### config.mk
export PLATFORM = sky130hd
export DESIGN_NAME = mem_arbiter
export DESIGN_NICKNAME = d
export VERILOG_FILES = /design/src/rtl/mem_arbiter.sv
export SDC_FILE = /design/constraint.sdc
export NUM_CORES = 1
export LEC_CHECK = 0
export BUFFER_PORTS_ARGS = -buffer_cell sky130_fd_sc_hd__buf_4
export CAP_MARGIN = 20
export CORE_ASPECT_RATIO = 1.2
export CORE_UTILIZATION = 36
export CTS_CLUSTER_SIZE = 24
export DETAILED_ROUTE_END_ITERATION = 16
export RECOVER_POWER = 100
export SYNTH_ARGS = -nofsm -noshare
export SYNTH_HDL_FRONTEND = slang
export SYNTH_SLANG_ARGS = --single-unit
### constraint.sdc
create_clock -name clk -period 2.5 [get_ports clk]
set_input_delay 0.5 -clock clk [delete_from_list [all_inputs] [get_ports clk]]
set_output_delay 0.5 -clock clk [all_outputs]
set_load 0.02 [all_outputs]
### src/rtl/mem_arbiter.sv
// Arbitrates the single-ported pipelined main memory between I-cache and D-cache fills,
// buffering D-cache write-through stores and steering read returns by a tag pipe.
module mem_arbiter #(
  parameter int unsigned LATENCY  = 4,
  parameter int unsigned WB_DEPTH = 4
) (
  input  logic        clk,
  input  logic        rst,
  input  logic        i_mem_enable,
  input  logic [15:0] i_memory_address,
  output logic        i_memory_data_valid,
  input  logic        d_mem_enable,
  input  logic        d_mem_write,
  input  logic [15:0] d_memory_address,
  input  logic [15:0] d_data_in,
  output logic        d_memory_data_valid,
  output logic        wb_full,
  output logic        mem_enable,
  output logic        mem_wr,
  output logic [15:0] mem_addr,
  output logic [15:0] mem_data_out,
  input  logic        memory_data_valid
);

  localparam int unsigned PTR_W = (WB_DEPTH > 1) ? $clog2(WB_DEPTH) : 1;
  localparam int unsigned CNT_W = $clog2(WB_DEPTH + 1);
  localparam logic        OWNER_I = 1'b0;
  localparam logic        OWNER_D = 1'b1;

  typedef enum logic [1:0] {
    IDLE  = 2'd0,
    I_OWN = 2'd1,
    D_OWN = 2'd2,
    DRAIN = 2'd3
  } state_t;

  state_t           r_state;
  logic [15:0]      r_wb_addr [WB_DEPTH];
  logic [15:0]      r_wb_data [WB_DEPTH];
  logic [PTR_W-1:0] r_rd_ptr;
  logic [PTR_W-1:0] r_wr_ptr;
  logic [CNT_W-1:0] r_count;
  logic [LATENCY-1:0] r_pipe_vld;
  logic [LATENCY-1:0] r_pipe_own;

  logic             w_owner_phase;
  logic             w_owner_en;
  logic [15:0]      w_owner_addr;
  logic             w_issue_rd;
  logic             w_issue_wr;
  logic             w_push;
  logic             w_wb_drained;
  logic [LATENCY:0] w_pipe_vld_shift;
  logic [LATENCY:0] w_pipe_own_shift;

  assign w_owner_phase = (r_state == I_OWN) || (r_state == D_OWN);
  assign w_owner_en    = (r_state == I_OWN) ? i_mem_enable :
                         (r_state == D_OWN) ? d_mem_enable : 1'b0;
  assign w_owner_addr  = (r_state == I_OWN) ? i_memory_address : d_memory_address;

  // Stores only go out while no fill burst owns the memory port.
  assign w_issue_rd = w_owner_en;
  assign w_issue_wr = !w_owner_phase && (r_count != '0);
  assign w_push     = d_mem_write && !wb_full;

  // Buffer is empty once this cycle's pop (if any) retires the last entry.
  assign w_wb_drained = (r_count == CNT_W'(w_issue_wr));

  assign wb_full    = (r_count == CNT_W'(WB_DEPTH));
  assign mem_enable = w_issue_rd || w_issue_wr;
  assign mem_wr     = w_issue_wr;

  always_comb begin
    mem_addr     = 16'h0000;
    mem_data_out = 16'h0000;
    if (w_issue_wr) begin
      mem_addr     = r_wb_addr[r_rd_ptr];
      mem_data_out = r_wb_data[r_rd_ptr];
    end else if (w_issue_rd) begin
      mem_addr = w_owner_addr;
    end
  end

  // Head of the tag pipe names the requester of the read returning this cycle.
  assign i_memory_data_valid = memory_data_valid && r_pipe_vld[LATENCY-1] &&
                               (r_pipe_own[LATENCY-1] == OWNER_I);
  assign d_memory_data_valid = memory_data_valid && r_pipe_vld[LATENCY-1] &&
                               (r_pipe_own[LATENCY-1] == OWNER_D);

  assign w_pipe_vld_shift = {r_pipe_vld, w_issue_rd};
  assign w_pipe_own_shift = {r_pipe_own, (r_state == D_OWN) ? OWNER_D : OWNER_I};

  always_ff @(posedge clk or posedge rst) begin
    if (rst) begin
      r_state <= IDLE;
    end else begin
      case (r_state)
        IDLE: begin
          if (d_mem_enable && w_wb_drained) begin
            r_state <= D_OWN;
          end else if (i_mem_enable && !d_mem_enable) begin
            r_state <= I_OWN;
          end
        end
        I_OWN, D_OWN: begin
          if (!w_owner_en) begin
            r_state <= DRAIN;
          end
        end
        DRAIN: begin
          if (r_pipe_vld == '0) begin
            r_state <= IDLE;
          end
        end
        default: r_state <= IDLE;
      endcase
    end
  end

  always_ff @(posedge clk or posedge rst) begin
    if (rst) begin
      r_pipe_vld <= '0;
      r_pipe_own <= '0;
    end else begin
      r_pipe_vld <= w_pipe_vld_shift[LATENCY-1:0];
      r_pipe_own <= w_pipe_own_shift[LATENCY-1:0];
    end
  end

  // Write-buffer pointers and occupancy; a store arriving while full is dropped.
  always_ff @(posedge clk or posedge rst) begin
    if (rst) begin
      r_rd_ptr <= '0;
      r_wr_ptr <= '0;
      r_count  <= '0;
    end else begin
      if (w_push) begin
        r_wr_ptr <= PTR_W'(r_wr_ptr + 1'b1);
      end
      if (w_issue_wr) begin
        r_rd_ptr <= PTR_W'(r_rd_ptr + 1'b1);
      end
      if (w_push && !w_issue_wr) begin
        r_count <= CNT_W'(r_count + 1'b1);
      end else if (!w_push && w_issue_wr) begin
        r_count <= CNT_W'(r_count - 1'b1);
      end
    end
  end

  always_ff @(posedge clk) begin
    if (w_push) begin
      r_wb_addr[r_wr_ptr] <= d_memory_address;
      r_wb_data[r_wr_ptr] <= d_data_in;
    end
  end

endmodule

## Yosys cells after proc, flatten, opt, wreduce, memory -nomap -nowiden

Memory sizes are Yosys's and may differ from the RTL's.
Index checks and enable logic that the tools add are counted.

| word-level totals | value |
|---|---|
| bits in writable memories | 128 |
| output and inout bits | 37 |
| logic and storage cells | 59 |
| memories | 2 |
| flip-flop bits (word level) | 17 |

| operators by class | value |
|---|---|
| reduce and logical (&&, ||, !) cells | 22 |
| $add $sub $neg | 4 |
| multiplexer cells | 16 |
| eq/ne operators | 8 |
| bitwise gates (word level) | 1 |

Memory list:

| memory | words | bits a word | read ports | clocked after Yosys merged registers in | write ports | line | source |
|---|---|---|---|---|---|---|---|
| r_wb_addr | 4 | 16 | 1 | 0 | 1 | 38 | `logic [15:0] r_wb_addr [WB_DEPTH];` |
| r_wb_data | 4 | 16 | 1 | 0 | 1 | 39 | `logic [15:0] r_wb_data [WB_DEPTH];` |

Operators with widths:

| operator | number |
|---|---|
| $mux W16 | 4 |
| $logic_and A1 B1 Y1 | 9 |
| $mux W2 | 4 |
| $mux W3 | 2 |
| $pmux W2 S3 | 1 |
| $logic_not A1 Y1 | 5 |
| $mux W1 | 5 |
| $add A2 B1 Y2 const B | 2 |
| $eq A2 B2 Y1 const B | 2 |
| $logic_not A4 Y1 | 1 |
| $ne A2 B2 Y1 const B | 2 |
| $add A3 B1 Y3 const B | 1 |
| $eq A3 B1 Y1 | 1 |
| $eq A3 B3 Y1 const B | 1 |
| $ne A3 B3 Y1 const B | 1 |
| $reduce_and A3 Y1 | 1 |
| $reduce_bool A3 Y1 | 1 |
| $sub A3 B1 Y3 const B | 1 |
| $eq A2 B1 Y1 const B | 1 |
| $logic_not A2 Y1 | 1 |
| $logic_or A1 B1 Y1 | 2 |
| $reduce_bool A2 Y1 | 1 |
| $reduce_or A2 Y1 | 1 |
| $not A1 Y1 | 1 |

## Logic depth before layout (Yosys ltp)

| depth | value |
|---|---|
| depth after elaboration | 8 |
| gate-level depth with buffers | 10 |

## Least setup slack after synthesis

No wires, ideal clock.

| path | value |
|---|---|
| path kind | register to register |
| start | register r_count[0] |
| end | register r_count[1] |
| required time | 2.375 ns |
| slack | 0.149 ns |
| data arrival time | 2.227 ns |
| path buffers | 1 |
| cell stages (with the launch flop) | 8 |
| path through | dfrtp_1 -> nor3b_1 -> nor2b_1 -> buf_2 -> ha_1 -> inv_1 -> fa_1 -> mux2_2 |

| on the way | value |
|---|---|
| longest elaborated chain between the ends | 6 |
| elaborated cells between the ends (all ways) | 14 |
| those cells by class | add/sub (2); eq/ne (1); mux (2); reduce/logical (9) |

RTL lines:

| what | line | source |
|---|---|---|
| from (decl) | 42 | `logic [CNT_W-1:0] r_count;` |
| from (signal assigned) | 144 | `r_count <= CNT_W'(r_count + 1'b1);` |
| from (signal assigned) | 146 | `r_count <= CNT_W'(r_count - 1'b1);` |
| $eq A3 B3 Y1 * | 69 | `assign wb_full = (r_count == CNT_W'(WB_DEPTH));` |
| named net wb_full | 17 | `output logic wb_full,` |
| $logic_not A1 Y1 * | 64 | `assign w_push = d_mem_write && !wb_full;` |
| $logic_and A1 B1 Y1 * | 64 |  |
| named net w_push | 51 | `logic w_push;` |
| $logic_not A1 Y1 | 145 | `end else if (!w_push && w_issue_wr) begin` |
| $logic_and A1 B1 Y1 | 145 |  |
| $reduce_bool A2 Y1 (no line) | - |  |

Mark *: on every way through the listed nets, which the timed path passes. The rest lies on a longest branch. The select of a mux whose other input is x is not followed.
A chain may end at the register's enable or synchronous reset.

## Final worst setup path

| path | value |
|---|---|
| start | register r_state[1] |
| end | output mem_data_out[15] |

| on the way | value |
|---|---|
| longest elaborated chain between the ends | 5 |
| elaborated cells between the ends (all ways) | 6 |
| those cells by class | eq/ne (2); mux (1); reduce/logical (3) |

RTL lines:

| what | line | source |
|---|---|---|
| from (decl) | 37 | `state_t r_state;` |
| from (signal assigned) | 95 | `r_state <= IDLE;` |
| from (signal assigned) | 100 | `r_state <= D_OWN;` |
| from (signal assigned) | 102 | `r_state <= I_OWN;` |
| $eq A2 B1 Y1 / $eq A2 B2 Y1 (equally long branches) | 56 | `assign w_owner_phase = (r_state == I_OWN) \|\| (r_state == D_OWN);` |
| $logic_or A1 B1 Y1 * | 56 |  |
| $logic_not A1 Y1 * | 63 | `assign w_issue_wr = !w_owner_phase && (r_count != '0);` |
| $logic_and A1 B1 Y1 * | 63 |  |
| $mux W16 * | 76 | `if (w_issue_wr) begin` |
| to (decl) | 21 | `output logic [15:0] mem_data_out,` |

Mark *: on every way between the ends. The rest lies on a longest branch, timed or not.

==> run metrics <==
Setup crit end kind output port; Buf+Inv Stages, Crit Path 3; Synth Cell Area 6000 um2; Synth Warn # 0; register area 4280 um2; DR WL/cell 18.8 um; CP endpoint mem_data_out[15]; Initial Util a little under two fifths; nets between 500 and 600; first-pass GRT wire length 19300 um; CTS tree built; Worst Max-Slew Pin Slew 697 ps; DP HPWL about 7800 um; fin. max-slew vios 0; H-Tree Depth 4; crit-path cells inv_2 -> ha_4 -> or2_4 -> inv_6 -> and2_4 -> buf_4; Fillers 1430; GR Overflow Total 0; fin util 48.3%; Core Area 16300 um2; layout overhead on the synthesized area 31.1%; status finished clean; Worst R2R Setup Slack 300 ps; Worst EP required approximately 2000 ps; CP peak stage delay 380 ps; DRC viols 0; Routed Antenna Nets 0; Sum Neg Setup Slack 0 ps; VDD IR max 686 uV; GRT Overall Usage 15.5%; number of buffers inserted by hold repair at cts 0; Hold Crit Class in -> async; r2r endpoint r_count[1]$_DFFE_PP0P_; critical path peak fanout 18; critical path launch point type register; Setup WS pre-CTS 136 ps; Final WS setup 23.7 ps; register bit total from synthesis 145; ratio of cells with drive above 1 in the final layout 41.3%; Final GP Congestion between 0.7 and 0.8; Initial DRC Count 196; CTS Sinks 145; Leak Pwr 2.88 nW; period utilization 99.1%; CTS buffer count 17; Crit path depth 6; post-route cell area 7870 um2; reg2reg start r_state[1]$_DFFE_PP0P_; clock buffer depth 2; R2R cell count 7; crit path time final roughly 2500 ps; cells after synthesis approximately 320; antenna violations before repair 0; Clock transition at path regs 60 ps; Fin Clk Skew a little over 7 ps; post-synthesis sequential area ratio 71.2%; crit path kind reg -> out; clock latency on the worst-skew pair between 400 and 500 ps; vias in the first global route between 3000 and 4000; CP arrival 1980 ps; Pwr Density 1450 nW/um2; routed vias/inst 4.89; final setup fails 0; die area 17200 um2; Die Span Y roughly 140 um; Max Clk Rate between 400 and 500 MHz; slowest CP cell dfrtp_1; Cell Area, Placed 7000 um2; Netlist cell types 35; Root Buffer clkbuf_16; First-pass DRT Iterations 4; crit path from r_state[1]$_DFFE_PP0P_; # diodes 0; I/O Pins 91; Fin. Hold Viols 0; Row Count 51; CP top delay family simple AND/OR/NAND/NOR gates; vias 3261; # Max-Cap Violations 0; syn_area_per_cell 18.9 um2; Multi-input gate area 1670 um2; Synth Net Count approximately 380; die width approximately 120 um; I/O Buffers 90; total wire length 12600 um; slew margin rel. 53.5%; WHS 202 ps; unrepaired setup endpoints after global routing yes; largest net degree at the start of global routing 38
worst min path at each step:
stage / end / slack (ps)
final: r_count[1]$_DFFE_PP0P_ / 200
after floorplan: r_pipe_own[1]$_DFF_PP0_ / 330
after global routing: r_count[1]$_DFFE_PP0P_ / 260
after CTS: r_count[1]$_DFFE_PP0P_ / 210
after global placement: r_pipe_own[1]$_DFF_PP0_ / 340
after detailed placement: r_pipe_own[3]$_DFF_PP0_ / 340
cells by family after synthesis:
kind of cell / count (synthesis) / share of synthesized area [%]
muxes: 49 / 15.1
buffers and inverters: 28 / 3.25
AOI/OAI and AO/OA: 27 / 2.73
adders and majority gates: 11 / 2.42
and+or+nand+nor: 51 / 4.44
DFF: 145 / 71.2
xor gates and xnor gates: 6 / 0.876
cells in the mapped netlist:
master | instances | area, um2
buf_6 | 5 | 56.3
nor3b_1 | 1 | 7.51
o221a_2 | 1 | 11.3
xor2_1 | 2 | 17.5
mux4_1 | 4 | 105
inv_2 | 1 | 3.75
o221ai_1 | 3 | 26.3
o21ai_1 | 17 | 85.1
xnor2_1 | 4 | 35.0
clkinv_4 | 1 | 8.76
ha_1 | 10 | 125
mux2_2 | 1 | 11.3
o41ai_1 | 1 | 8.76
nand2_1 | 21 | 78.8
nor2_1 | 2 | 7.51
buf_4 | 2 | 15.0
and2_4 | 1 | 8.76
nor2b_1 | 2 | 12.5
a21oi_2 | 2 | 17.5
o21ai_0 | 1 | 5.00
fa_1 | 1 | 20.0
dfrtp_1 | 17 | 425
mux2i_1 | 16 | 160
mux4_2 | 28 | 631
a21oi_1 | 2 | 10.0
nor3_1 | 1 | 5.00
buf_2 | 6 | 30.0
or3b_1 | 1 | 8.76
buf_12 | 2 | 40.0
and3_1 | 1 | 6.26
edfxtp_1 | 128 | 3840
or2_1 | 1 | 6.26
inv_1 | 10 | 37.5
and2_1 | 20 | 125
clkbuf_1 | 1 | 3.75
per-stage QoR:
step	instances	total power, W
after CTS	661	0.0111
final	667	0.0114
after global placement	621	0.00794
after floorplan	317	0.00647
after detailed placement	621	0.00801
after global routing	667	0.0120
metal layers:
metal	global-route usage, %	vias up	part of all wire [%]
met5	0	-	0
met4	6.18	0	0.92
met3	3.41	10	4.0
met2	26.3	89	52
met1	19.2	1671	43
li1	-	1491	-
state kept, by name (all words and copies together), names as in the netlist:
| register | count |
|---|---|
| r_pipe_own | 4 |
| r_pipe_vld | 4 |
| r_state | 2 |
| r_wb_addr | 64 |
| r_wr_ptr | 2 |
| r_wb_data | 64 |
| r_count | 3 |
| r_rd_ptr | 2 |
cells in the final DEF (no fill, tap or decap), types with 6 or more instances in the layout:
master and instances:
mux2i_1 16, ha_1 8, mux4_2 29, buf_12 6, buf_6 17, clkbuf_16 17, and2_1 15, dfrtp_1 14
buf_4 63, edfxtp_1 128, o21ai_2 10, nand2_1 19, clkbuf_1 32, inv_1 7
final cells by class:
class / count / share of cell area [%]
clock buffer: 18 / 5.46
clock inverter: 14 / 2.42
inverter: 12 / 0.763
multi-input combinational: 144 / 21.3
sequential: 145 / 54.4
tap: 212 / 3.37
timing repair buffer: 121 / 12.3
timing repair inverter: 1 / 0.111
timing repair:
action                     in CTS  in global routing
setup buffers                   7                  5
hold endpoints to repair        0                  0
setup endpoints to repair      33                 32
gates resized for setup        26                 32
gates cloned                    1                  1
pin swaps                       4                 11
report_power, final:
group	internal (W)	total [W]	leakage, nW	switching, W
logic	0.00251	0.00533	1.20	0.00282
registers	0.00324	0.00345	1.38	0.000205
clock network	0.00167	0.00261	0.300	0.000945
total	0.00742	0.0114	2.88	0.00397
Power figures use the tool's default switching activity.
